File: src/rtl/fm_backward_search_if.sv
`default_nettype none
// +------------------------------------------------------------------+
// | Module   : fm_backward_search_if                                 |
// | Brief    : Control, query-symbol, rom_C, Occ and result bus.     |
// | Revision : 1.0                                                   |
// +------------------------------------------------------------------+
interface fm_backward_search_if #(
   parameter int PTR_W = 8
);
   logic             start;
   logic [PTR_W-1:0] ref_len;

   logic             sym_valid;
   logic [1:0]       sym;
   logic             sym_last;
   logic             sym_ready;

   logic             c_ce;
   logic [1:0]       c_symbol;
   logic [PTR_W-1:0] c_data;

   logic             occ_ce;
   logic [1:0]       occ_symbol;
   logic [PTR_W-1:0] occ_addr;
   logic [PTR_W-1:0] occ_data;

   logic             busy;
   logic             done;
   logic             found;
   logic [PTR_W-1:0] top;
   logic [PTR_W-1:0] bot;
   logic [PTR_W-1:0] count;

   // Search engine side: it masters the query stream and both memories.
   modport master (
      input  start, ref_len, sym_valid, sym, sym_last, c_data, occ_data,
      output sym_ready, c_ce, c_symbol, occ_ce, occ_symbol, occ_addr,
      output busy, done, found, top, bot, count
   );

   modport slave (
      output start, ref_len, sym_valid, sym, sym_last, c_data, occ_data,
      input  sym_ready, c_ce, c_symbol, occ_ce, occ_symbol, occ_addr,
      input  busy, done, found, top, bot, count
   );
endinterface

`default_nettype wire

File: src/rtl/fm_backward_search.sv
`default_nettype none
// +------------------------------------------------------------------+
// | Module   : fm_backward_search                                    |
// | Brief    : FM-index backward search, one symbol per 4 cycles.    |
// | Revision : 1.0                                                   |
// +------------------------------------------------------------------+
module fm_backward_search #(
   parameter int PTR_W = 8
) (
   input wire                   clk,
   input wire                   rst,
   fm_backward_search_if.master bus
);
   localparam logic [2:0] c_idle     = 3'd0;
   localparam logic [2:0] c_wait_sym = 3'd1;
   localparam logic [2:0] c_rd_top   = 3'd2;
   localparam logic [2:0] c_rd_bot   = 3'd3;
   localparam logic [2:0] c_update   = 3'd4;
   localparam logic [2:0] c_done     = 3'd5;

   logic [2:0]       r_state;
   logic [2:0]       w_next;

   logic [PTR_W-1:0] r_top;
   logic [PTR_W-1:0] r_bot;
   logic [PTR_W-1:0] r_occ_top;
   logic [PTR_W-1:0] r_occ_bot;
   logic [1:0]       r_sym;
   logic             r_last;
   logic             r_hit;

   logic             r_done;
   logic             r_found;
   logic [PTR_W-1:0] r_res_top;
   logic [PTR_W-1:0] r_res_bot;
   logic [PTR_W-1:0] r_res_count;

   logic             w_xfer;
   logic [PTR_W:0]   w_new_top;
   logic [PTR_W:0]   w_new_bot;
   logic             w_ovf;
   logic             w_empty;
   logic             w_fail;

   assign w_xfer = (r_state == c_wait_sym) && bus.sym_valid;

   // One extra bit so a carry out of either sum is seen as overflow.
   assign w_new_top = {1'b0, bus.c_data} + {1'b0, r_occ_top};
   assign w_new_bot = {1'b0, bus.c_data} + {1'b0, r_occ_bot};
   assign w_ovf     = w_new_top[PTR_W] | w_new_bot[PTR_W];
   assign w_empty   = (w_new_top >= w_new_bot);
   assign w_fail    = w_ovf | w_empty;

   always_ff @(posedge clk or posedge rst) begin
      if (rst) begin
         r_state <= c_idle;
      end else begin
         r_state <= w_next;
      end
   end

   always_comb begin
      w_next = r_state;
      case (r_state)
         c_idle: begin
            if (bus.start) begin
               w_next = c_wait_sym;
            end
         end
         c_wait_sym: begin
            if (w_xfer) begin
               w_next = c_rd_top;
            end
         end
         c_rd_top: begin
            w_next = c_rd_bot;
         end
         c_rd_bot: begin
            w_next = c_update;
         end
         c_update: begin
            if (w_fail || r_last) begin
               w_next = c_done;
            end else begin
               w_next = c_wait_sym;
            end
         end
         c_done: begin
            w_next = c_idle;
         end
         default: begin
            w_next = c_idle;
         end
      endcase
   end

   always_comb begin
      bus.sym_ready  = 1'b0;
      bus.c_ce       = 1'b0;
      bus.c_symbol   = 2'd0;
      bus.occ_ce     = 1'b0;
      bus.occ_symbol = 2'd0;
      bus.occ_addr   = '0;
      bus.busy       = (r_state != c_idle);
      case (r_state)
         c_wait_sym: begin
            bus.sym_ready = 1'b1;
            if (bus.sym_valid) begin
               bus.occ_ce     = 1'b1;
               bus.occ_symbol = bus.sym;
               bus.occ_addr   = r_top;
            end
         end
         c_rd_top: begin
            bus.occ_ce     = 1'b1;
            bus.occ_symbol = r_sym;
            bus.occ_addr   = r_bot;
         end
         c_update: begin
            bus.c_ce     = 1'b1;
            bus.c_symbol = r_sym;
         end
         default: begin
         end
      endcase
   end

   // Interval, captured Occ counts and the held result registers.
   always_ff @(posedge clk or posedge rst) begin
      if (rst) begin
         r_top       <= '0;
         r_bot       <= '0;
         r_occ_top   <= '0;
         r_occ_bot   <= '0;
         r_sym       <= 2'd0;
         r_last      <= 1'b0;
         r_hit       <= 1'b0;
         r_done      <= 1'b0;
         r_found     <= 1'b0;
         r_res_top   <= '0;
         r_res_bot   <= '0;
         r_res_count <= '0;
      end else begin
         r_done <= 1'b0;
         case (r_state)
            c_idle: begin
               if (bus.start) begin
                  r_top       <= '0;
                  r_bot       <= bus.ref_len;
                  r_hit       <= 1'b0;
                  r_found     <= 1'b0;
                  r_res_top   <= '0;
                  r_res_bot   <= '0;
                  r_res_count <= '0;
               end
            end
            c_wait_sym: begin
               if (bus.sym_valid) begin
                  r_sym  <= bus.sym;
                  r_last <= bus.sym_last;
               end
            end
            c_rd_top: begin
               r_occ_top <= bus.occ_data;
            end
            c_rd_bot: begin
               r_occ_bot <= bus.occ_data;
            end
            c_update: begin
               if (w_fail) begin
                  r_hit <= 1'b0;
               end else begin
                  r_top <= w_new_top[PTR_W-1:0];
                  r_bot <= w_new_bot[PTR_W-1:0];
                  r_hit <= r_last;
               end
            end
            c_done: begin
               r_done      <= 1'b1;
               r_found     <= r_hit;
               r_res_top   <= r_top;
               r_res_bot   <= r_bot;
               r_res_count <= r_hit ? (r_bot - r_top) : '0;
            end
            default: begin
            end
         endcase
      end
   end

   assign bus.done  = r_done;
   assign bus.found = r_found;
   assign bus.top   = r_res_top;
   assign bus.bot   = r_res_bot;
   assign bus.count = r_res_count;

endmodule

`default_nettype wire

File: src/flat_wrapper.sv
// flat-port wrapper written by rule: the top's interface ports become plain ports
module fm_backward_search_flat 
#(
   parameter int PTR_W = 8
)
  (clk, rst, bus_start, bus_ref_len, bus_sym_valid, bus_sym, bus_sym_last, bus_c_data, bus_occ_data, bus_sym_ready, bus_c_ce, bus_c_symbol, bus_occ_ce, bus_occ_symbol, bus_occ_addr, bus_busy, bus_done, bus_found, bus_top, bus_bot, bus_count);
  fm_backward_search_if #(.PTR_W(PTR_W)) bus_i ();
  input wire clk;
  input wire rst;
  input wire logic [$bits(bus_i.start)-1:0] bus_start;
  input wire logic [$bits(bus_i.ref_len)-1:0] bus_ref_len;
  input wire logic [$bits(bus_i.sym_valid)-1:0] bus_sym_valid;
  input wire logic [$bits(bus_i.sym)-1:0] bus_sym;
  input wire logic [$bits(bus_i.sym_last)-1:0] bus_sym_last;
  input wire logic [$bits(bus_i.c_data)-1:0] bus_c_data;
  input wire logic [$bits(bus_i.occ_data)-1:0] bus_occ_data;
  output wire logic [$bits(bus_i.sym_ready)-1:0] bus_sym_ready;
  output wire logic [$bits(bus_i.c_ce)-1:0] bus_c_ce;
  output wire logic [$bits(bus_i.c_symbol)-1:0] bus_c_symbol;
  output wire logic [$bits(bus_i.occ_ce)-1:0] bus_occ_ce;
  output wire logic [$bits(bus_i.occ_symbol)-1:0] bus_occ_symbol;
  output wire logic [$bits(bus_i.occ_addr)-1:0] bus_occ_addr;
  output wire logic [$bits(bus_i.busy)-1:0] bus_busy;
  output wire logic [$bits(bus_i.done)-1:0] bus_done;
  output wire logic [$bits(bus_i.found)-1:0] bus_found;
  output wire logic [$bits(bus_i.top)-1:0] bus_top;
  output wire logic [$bits(bus_i.bot)-1:0] bus_bot;
  output wire logic [$bits(bus_i.count)-1:0] bus_count;
  assign bus_i.start = bus_start;
  assign bus_i.ref_len = bus_ref_len;
  assign bus_i.sym_valid = bus_sym_valid;
  assign bus_i.sym = bus_sym;
  assign bus_i.sym_last = bus_sym_last;
  assign bus_i.c_data = bus_c_data;
  assign bus_i.occ_data = bus_occ_data;
  assign bus_sym_ready = bus_i.sym_ready;
  assign bus_c_ce = bus_i.c_ce;
  assign bus_c_symbol = bus_i.c_symbol;
  assign bus_occ_ce = bus_i.occ_ce;
  assign bus_occ_symbol = bus_i.occ_symbol;
  assign bus_occ_addr = bus_i.occ_addr;
  assign bus_busy = bus_i.busy;
  assign bus_done = bus_i.done;
  assign bus_found = bus_i.found;
  assign bus_top = bus_i.top;
  assign bus_bot = bus_i.bot;
  assign bus_count = bus_i.count;
  fm_backward_search #(.PTR_W(PTR_W)) u_core (.clk(clk), .rst(rst), .bus(bus_i));
endmodule
File: config.mk
export PLATFORM = sky130hd
export DESIGN_NAME = fm_backward_search_flat
export DESIGN_NICKNAME = d
export VERILOG_FILES = /design/src/rtl/fm_backward_search_if.sv /design/src/rtl/fm_backward_search.sv /design/src/flat_wrapper.sv
export SDC_FILE = /design/constraint.sdc
export NUM_CORES = 1
export LEC_CHECK = 0
export ABC_AREA = 1
export CAP_MARGIN = 30
export CORE_AREA = 2 2 130 132
export CTS_BUF_LIST = sky130_fd_sc_hd__clkbuf_4
export DETAILED_ROUTE_END_ITERATION = 16
export DIE_AREA = 0 0 132 134
export DONT_BUFFER_PORTS = 1
export GPL_ROUTABILITY_DRIVEN = 0
export SETUP_SLACK_MARGIN = 0.2
export SKIP_CTS_REPAIR_TIMING = 1
export SLEW_MARGIN = 10
export SYNTH_ARGS = -nofsm -noshare
export SYNTH_HDL_FRONTEND = slang
export SYNTH_SLANG_ARGS = --single-unit
File: constraint.sdc
create_clock -name clk -period 2.5 [get_ports clk]
set_input_delay 0.5 -clock clk [delete_from_list [all_inputs] [get_ports clk]]
set_output_delay 0.5 -clock clk [all_outputs]
set_load 0.05 [all_outputs]
==> results of run 1 <==
==> worst min path at each step <==
stage | startpoint | to | slack, ps
floorplan | u_core.r_sym[0]$_DFFE_PP0P_ | u_core.r_sym[0]$_DFFE_PP0P_ | 450
global placement | rst | u_core.bus.bot[1]$_DFFE_PP0P_ | 430
detailed placement | rst | u_core.bus.count[7]$_DFFE_PP0P_ | 440
CTS | rst | u_core.r_bot[1]$_DFFE_PP0P_ | -70
global route | bus_sym_last | u_core.r_last$_DFFE_PP0P_ | 170
finish | bus_occ_data[4] | u_core.r_occ_bot[4]$_DFFE_PP0P_ | 220
==> final cells by class <==
class	count	share of cell area, %
Inverter	82	6.17
Timing Repair Buffer	63	11.6
Clock inverter	5	0.641
Tap cell	220	5.22
Clock buffer	10	1.42
Multi-Input combinational cell	359	44.0
Sequential cell	65	30.9
==> metal layers <==
metal | vias up | GRT usage [%] | part of all wire, %
li1 | 1799 | - | -
met2 | 62 | 21.1 | 49
met4 | 0 | 2.90 | 1.0
met3 | 7 | 4.88 | 5.3
met1 | 1601 | 16.0 | 45
met5 | - | 0 | 0
==> power breakdown <==
group / switching [mW] / internal [mW] / total [mW]
combinational: 2.78 / 2.03 / 4.81
sequential: 0.697 / 1.43 / 2.13
clock: 0.408 / 0.208 / 0.616
==> cells in the mapped netlist <==
library cell and number:
a31oi_1 2, buf_2 4, o21bai_1 1, buf_1 1, inv_1 74, nand2_1 155
o22ai_1 10, nand3b_1 2, nand2_2 5, xor2_1 5, nor2_8 1, nand2_4 1
or2_2 1, o22a_1 1, mux2_4 1, clkbuf_1 2, buf_6 4, dfrtp_1 65
a21oi_1 17, o21ai_1 7, fa_1 3, nor2_1 11, o21a_1 1, a21boi_0 1
nand3_2 1, nor2_2 4, nor3_1 1, nand4_1 7, o21ai_0 42, nand3_4 1
inv_2 8, nand3_1 37, xnor2_1 4, a22o_1 1, ha_1 33
==> state kept, by name, indices dropped and copies added (netlist names) <==
signal,cells
u_core.bus.count,8
u_core.r_occ_top,8
u_core.r_hit,1
u_core.r_sym,2
u_core.r_bot,8
u_core.r_state,3
u_core.r_occ_bot,8
u_core.bus.top,8
u_core.r_last,1
u_core.bus.done,1
u_core.r_top,8
u_core.bus.bot,8
u_core.bus.found,1
==> kinds of logic (layout without fill, tap and decap cells) <==
logic type / after synthesis / in the layout / synth area share, %
adders and majority gates: 36 / 36 / 11.8
xor gates and xnor gates: 9 / 9 / 1.96
DFF: 65 / 65 / 40.5
muxes: 1 / 1 / 0.374
buffers and inverters: 93 / 160 / 9.56
and+or+nand+nor: 227 / 230 / 24.7
AOI/OAI and AO/OA: 83 / 83 / 11.1
==> through the flow <==
step	area (sq um)	util, %	std cells	total power [mW]	worst slack (ps)
final	5270	32.4	804	7.56	-308
after global routing	5270	32.4	804	8.31	-487
after CTS	4960	30.4	790	7.17	-348
after detailed placement	4850	29.8	775	6.52	-397
after global placement	4850	29.8	775	6.45	-332
after floorplan	4150	-	514	5.05	-168
==> metrics.cfg, run 1 <==
[setup_path]
setup.worst_path.end=u_core.r_top[3]$_DFFE_PP0P_
criticalPathCategory=reg2reg
endpoint_kind=flop
path_cells=ha_4 > inv_2 > fa_2 > inv_2 > nand4_1 > nand3_1 > nand2_1 > nand2_1 > a21oi_2 > ha_1 > inv_1 > nand2_1 > nor2_2 > nand3_1 > nand2_2 > nor2_4 > nand3_4 > clkbuf_16 > nand3_2 > nand2_1
worst_path_most_repeated_cell=nand2_1
required_ps=2820
crit_family=simple AND/OR/NAND/NOR gates
r2r-end=u_core.r_top[3]$_DFFE_PP0P_
crit_start=u_core.r_occ_bot[0]$_DFFE_PP0P_
cp_max_fo=8
path_buf_inv=4
cp-start-kind=flop
worstPathArrival_ps=3130
slowest_stage=dfrtp_1
timing.rr.start=u_core.r_occ_bot[0]$_DFFE_PP0P_
max_stage_delay_ps=410
rr_worst_depth=20
rrSetupSlack_ps=-310
worstSetupPathDepth=20

[routing]
viasPerCell=4.31
drt_iter0_markers=133
wl_per_cell_um=14.1
drt-total-wl_um=11300
vias=3469
firstDrtPassIters=4
detail-route-antenna-nets=0
drc=0

[clock_network]
clkSinkCount=65
clock_latency_ps=430
htree_levels=3
numCtsBuffers=9
cts_buffer_depth=2
clk_pin_slew_ps=110
clockRootBuffer=clkbuf_4
cts_tree=built

[cells_and_area]
final_nets=647
seqCellArea_sq_um=1630
final_common_cell=nand2_1
drive_gt1_share_pct=24.7
fillers=1741
diodes=0
multi_input_area_sq_um=2320
final_cell_mix=151 x nand2_1, 69 x inv_1, 62 x dfrtp_1, 50 x buf_4, 40 x o21ai_0
area_growth_pct=31.2

[yosys]
netlist_area_sq_um=4020
syn_inst=514
avgSynthCellArea_sq_um=7.81
yosys.area.top_type=dfrtp_1
synth-seq-cells=65
synth_area_leaders=dfrtp_1 40%, nand2_1 14%, ha_1 10%
synth_top_area_share_pct=40.5
ys_seq_area_share_pct=40.5
synth_nets=581
ys_warn_count=0
yosysUniqueCellTypes=35

[sta]
tns_ps=-5190
rsz0062_at_grt=true
setup-violations-final=18
hold_violations=0
fin_crit_sh_pct=112
fmax_mhz=356
finalMaxSlewViolations=0
finClkSkew_ps=15.4
fin_crit_ps=2810
fin_ws_ps=-308
slew_headroom_pct=56.6
hold_ws_ps=219
tightest_slew_ps=649

[power_and_ir_drop]
static-leakage-power_nw=2.66
pwr_density_cell_nw_per_um2=1430
vdd_ir_drop_max_v=0.000747

[grt]
grt.overflow.total=0
grt_pass1_vias=3387
grt_antenna_before_repair=0
grt_max_degree=26
grt_pass1_wl_um=17700
track_usage_pct=12.8

[min_path]
hold_path_class=in2reg
min_path_cells=2

[die]
die_w_um=132
die_area_sq_um=17700
initial_core_util_pct=24.7
coreArea_sq_um=16300
ios=73
die_y_um=134
row_count=47

[flow_run]
cap_violations=0

[run_status]
violations=setup timing
outcome=finished, violations left

[place]
portBuffers=0
hpwl_um=8550

(Power assumes the default switching activity.)
==> run 2: changes to the inputs <==
- clock period: 2.5 -> 2.74 ns (I/O delays scaled with it)
==> run 2 against run 1 <==
The run now ends clean. Sequential share of layout area grew 0.70 points. Non-clock buffer count shrank 12. Setup slack gained 330 ps. Routed wire length shrank 3.5%. Global-route usage shrank 0.24 points.
==> metrics.cfg, run 2 (same netlist as run 1, synthesis figures left out) <==
[routing]
vias=3475  ; +0.17%
firstDrtPassIters=4  ; unchanged
viasPerCell=4.39  ; +1.7%
drt_iter0_markers=174  ; +31%
wl_per_cell_um=13.8  ; -2.1%
detail-route-antenna-nets=0  ; unchanged
drt-total-wl_um=10900  ; -3.5%
drc=0  ; unchanged

[setup_path]
cp-start-kind=flop
required_ps=3110  ; +290 ps
path_cells=ha_4 > fa_2 > nand4_1 > nand3_1 > nand2_1 > nand2_1 > a21oi_2 > buf_4 > ha_4 > inv_2 > nand2_2 > nor2_4 > inv_2 > a21oi_4 > nor2_4 > nand3_4 > buf_6 > nand3_2 > nand2_1
rr_worst_depth=19  ; -5.0%
crit_start=u_core.r_occ_top[0]$_DFFE_PP0N_
criticalPathCategory=reg2reg
path_buf_inv=4  ; unchanged
worst_path_most_repeated_cell=nand2_1
slowest_stage=dfrtp_1
rrSetupSlack_ps=20  ; +330 ps
timing.rr.start=u_core.r_occ_top[0]$_DFFE_PP0N_
endpoint_kind=flop
r2r-end=u_core.r_top[3]$_DFFE_PP0P_
cp_max_fo=5  ; -3
worstPathArrival_ps=3090  ; -40 ps
crit_family=simple AND/OR/NAND/NOR gates
max_stage_delay_ps=430  ; +20 ps

[clock_network]
clockRootBuffer=clkbuf_4
cts_buffer_depth=2  ; unchanged
clock_latency_ps=430  ; about the same
cts_tree=built
clkSinkCount=65  ; unchanged
clk_pin_slew_ps=120  ; about the same
htree_levels=3  ; unchanged
numCtsBuffers=9  ; unchanged

[cells_and_area]
final_cell_mix=144 x nand2_1, 69 x inv_1, 64 x dfrtp_1, 45 x buf_4, 40 x o21ai_0
final_nets=633  ; -2.2%
final_common_cell=nand2_1
fillers=1750  ; +0.52%
drive_gt1_share_pct=24.9  ; +0.21 points
area_growth_pct=28.2
finalNonFillerCells=792  ; -1.5%

[sta]
hold_violations=0  ; unchanged
fin_crit_sh_pct=99.2  ; -13 points
tightest_slew_ps=631  ; -17.8 ps
slew_headroom_pct=57.8  ; +1.2 points
finalMaxSlewViolations=0  ; unchanged
fin_crit_ps=2720  ; -90.9 ps
finClkSkew_ps=13.6  ; -1.83 ps
setup-violations-final=0  ; -18
fmax_mhz=368  ; +3.3%
rsz0062_at_grt=true

[min_path]
hold_path_class=in2async

[place]
hpwl_um=8370  ; -2.1%
portBuffers=0  ; unchanged
dp_cells=765  ; -1.3%

[grt]
grt_max_degree=45  ; +73%
track_usage_pct=12.6  ; -0.24 points
grt_antenna_before_repair=1  ; +1
grt_pass1_vias=3373  ; -0.41%
grt.overflow.total=0  ; unchanged
grt_pass1_wl_um=17500  ; -1.6%

[die]
row_count=47  ; unchanged
coreArea_sq_um=16300  ; unchanged
die_area_sq_um=17700  ; unchanged
die_y_um=134  ; unchanged
die_w_um=132  ; unchanged
initial_core_util_pct=24.7  ; unchanged
ios=73  ; unchanged

[flow_run]
cap_violations=0  ; unchanged

[power_and_ir_drop]
p_sw_mw=3.60  ; -7.4%
pwr_density_cell_nw_per_um2=1370  ; -4.7%
comb_power_share_pct=61.5  ; -2.1 points
total_power_mw=7.03  ; -7.0%
intPower_mw=3.43  ; -6.5%
swShare_pct=51.2  ; -0.25 points
static-leakage-power_nw=2.60  ; -2.0%
seq_power_share_pct=27.6  ; -0.6 points
vdd_ir_drop_max_v=0.000648  ; -13%
clkPwrFrac_pct=10.9  ; +2.7 points

[run_status]
outcome=completed

[run 2: cell types whose count changed in the layout (fill, tap and decap cells not counted), sizes merged]
cell,before,now
clkinv,4,3
bufinv,0,2
nand3,40,39
inv,82,83
clkbuf,11,9
nand2,162,161
diode,0,1
buf,61,51
dlygate4sd3,1,0
[run 2: worst max path at each step]
stage,to,depth (start not counted)
after CTS,u_core.r_top[5]$_DFFE_PP0P_,16
final,u_core.r_top[3]$_DFFE_PP0P_,19
after floorplan,u_core.r_bot[1]$_DFFE_PP0P_,20
after global placement,u_core.r_state[2]$_DFFE_PP0P_,16
after detailed placement,u_core.r_state[2]$_DFFE_PP0P_,20
after global routing,u_core.r_top[2]$_DFFE_PP0P_,19
[run 2: layout make-up]
class | count | area (sq um) | area share (%)
antenna | 1 | 2.50 | 0.0486
clock buffer | 9 | 67.6 | 1.31
clock inverter | 7 | 93.8 | 1.82
inverter | 82 | 315 | 6.13
multi-input combinational | 357 | 2350 | 45.7
sequential | 65 | 1630 | 31.6
tap | 220 | 275 | 5.35
timing repair buffer | 51 | 414 | 8.05
[run 2: layer usage]
metal	share of wire, %	vias to the layer above	global-route usage [%]
met3	5.9	9	4.12
li1	-	1763	-
met5	0	-	0
met1	46	1632	16.2
met4	0.95	0	3.08
met2	47	71	20.6
[run 2: per-stage QoR]
stage / setup slack [ps] / util (%) / TNS [ps] / hold slack [ps] / cell area [sq um]
CTS: -74.4 / 29.3 / -856 / 5.91 / 4770
global route: -106 / 31.6 / -1380 / 21.3 / 5150
finish: 22.5 / 31.6 / 0 / 9.79 / 5150
detailed placement: -169 / 28.3 / -2640 / 478 / 4610
floorplan: 23.6 / - / 0 / 453 / 4080
global placement: -147 / 28.3 / -2010 / 473 / 4610
[run 2: power by group through the flow]
stage	Clock (mW)	Sequential [mW]	Combinational (mW)
after global placement	0	1.94	3.65
after CTS	0.794	1.93	3.71
after global routing	0.827	1.99	4.87
final	0.769	1.94	4.32
after detailed placement	0	1.95	3.69
after floorplan	0	1.85	2.69
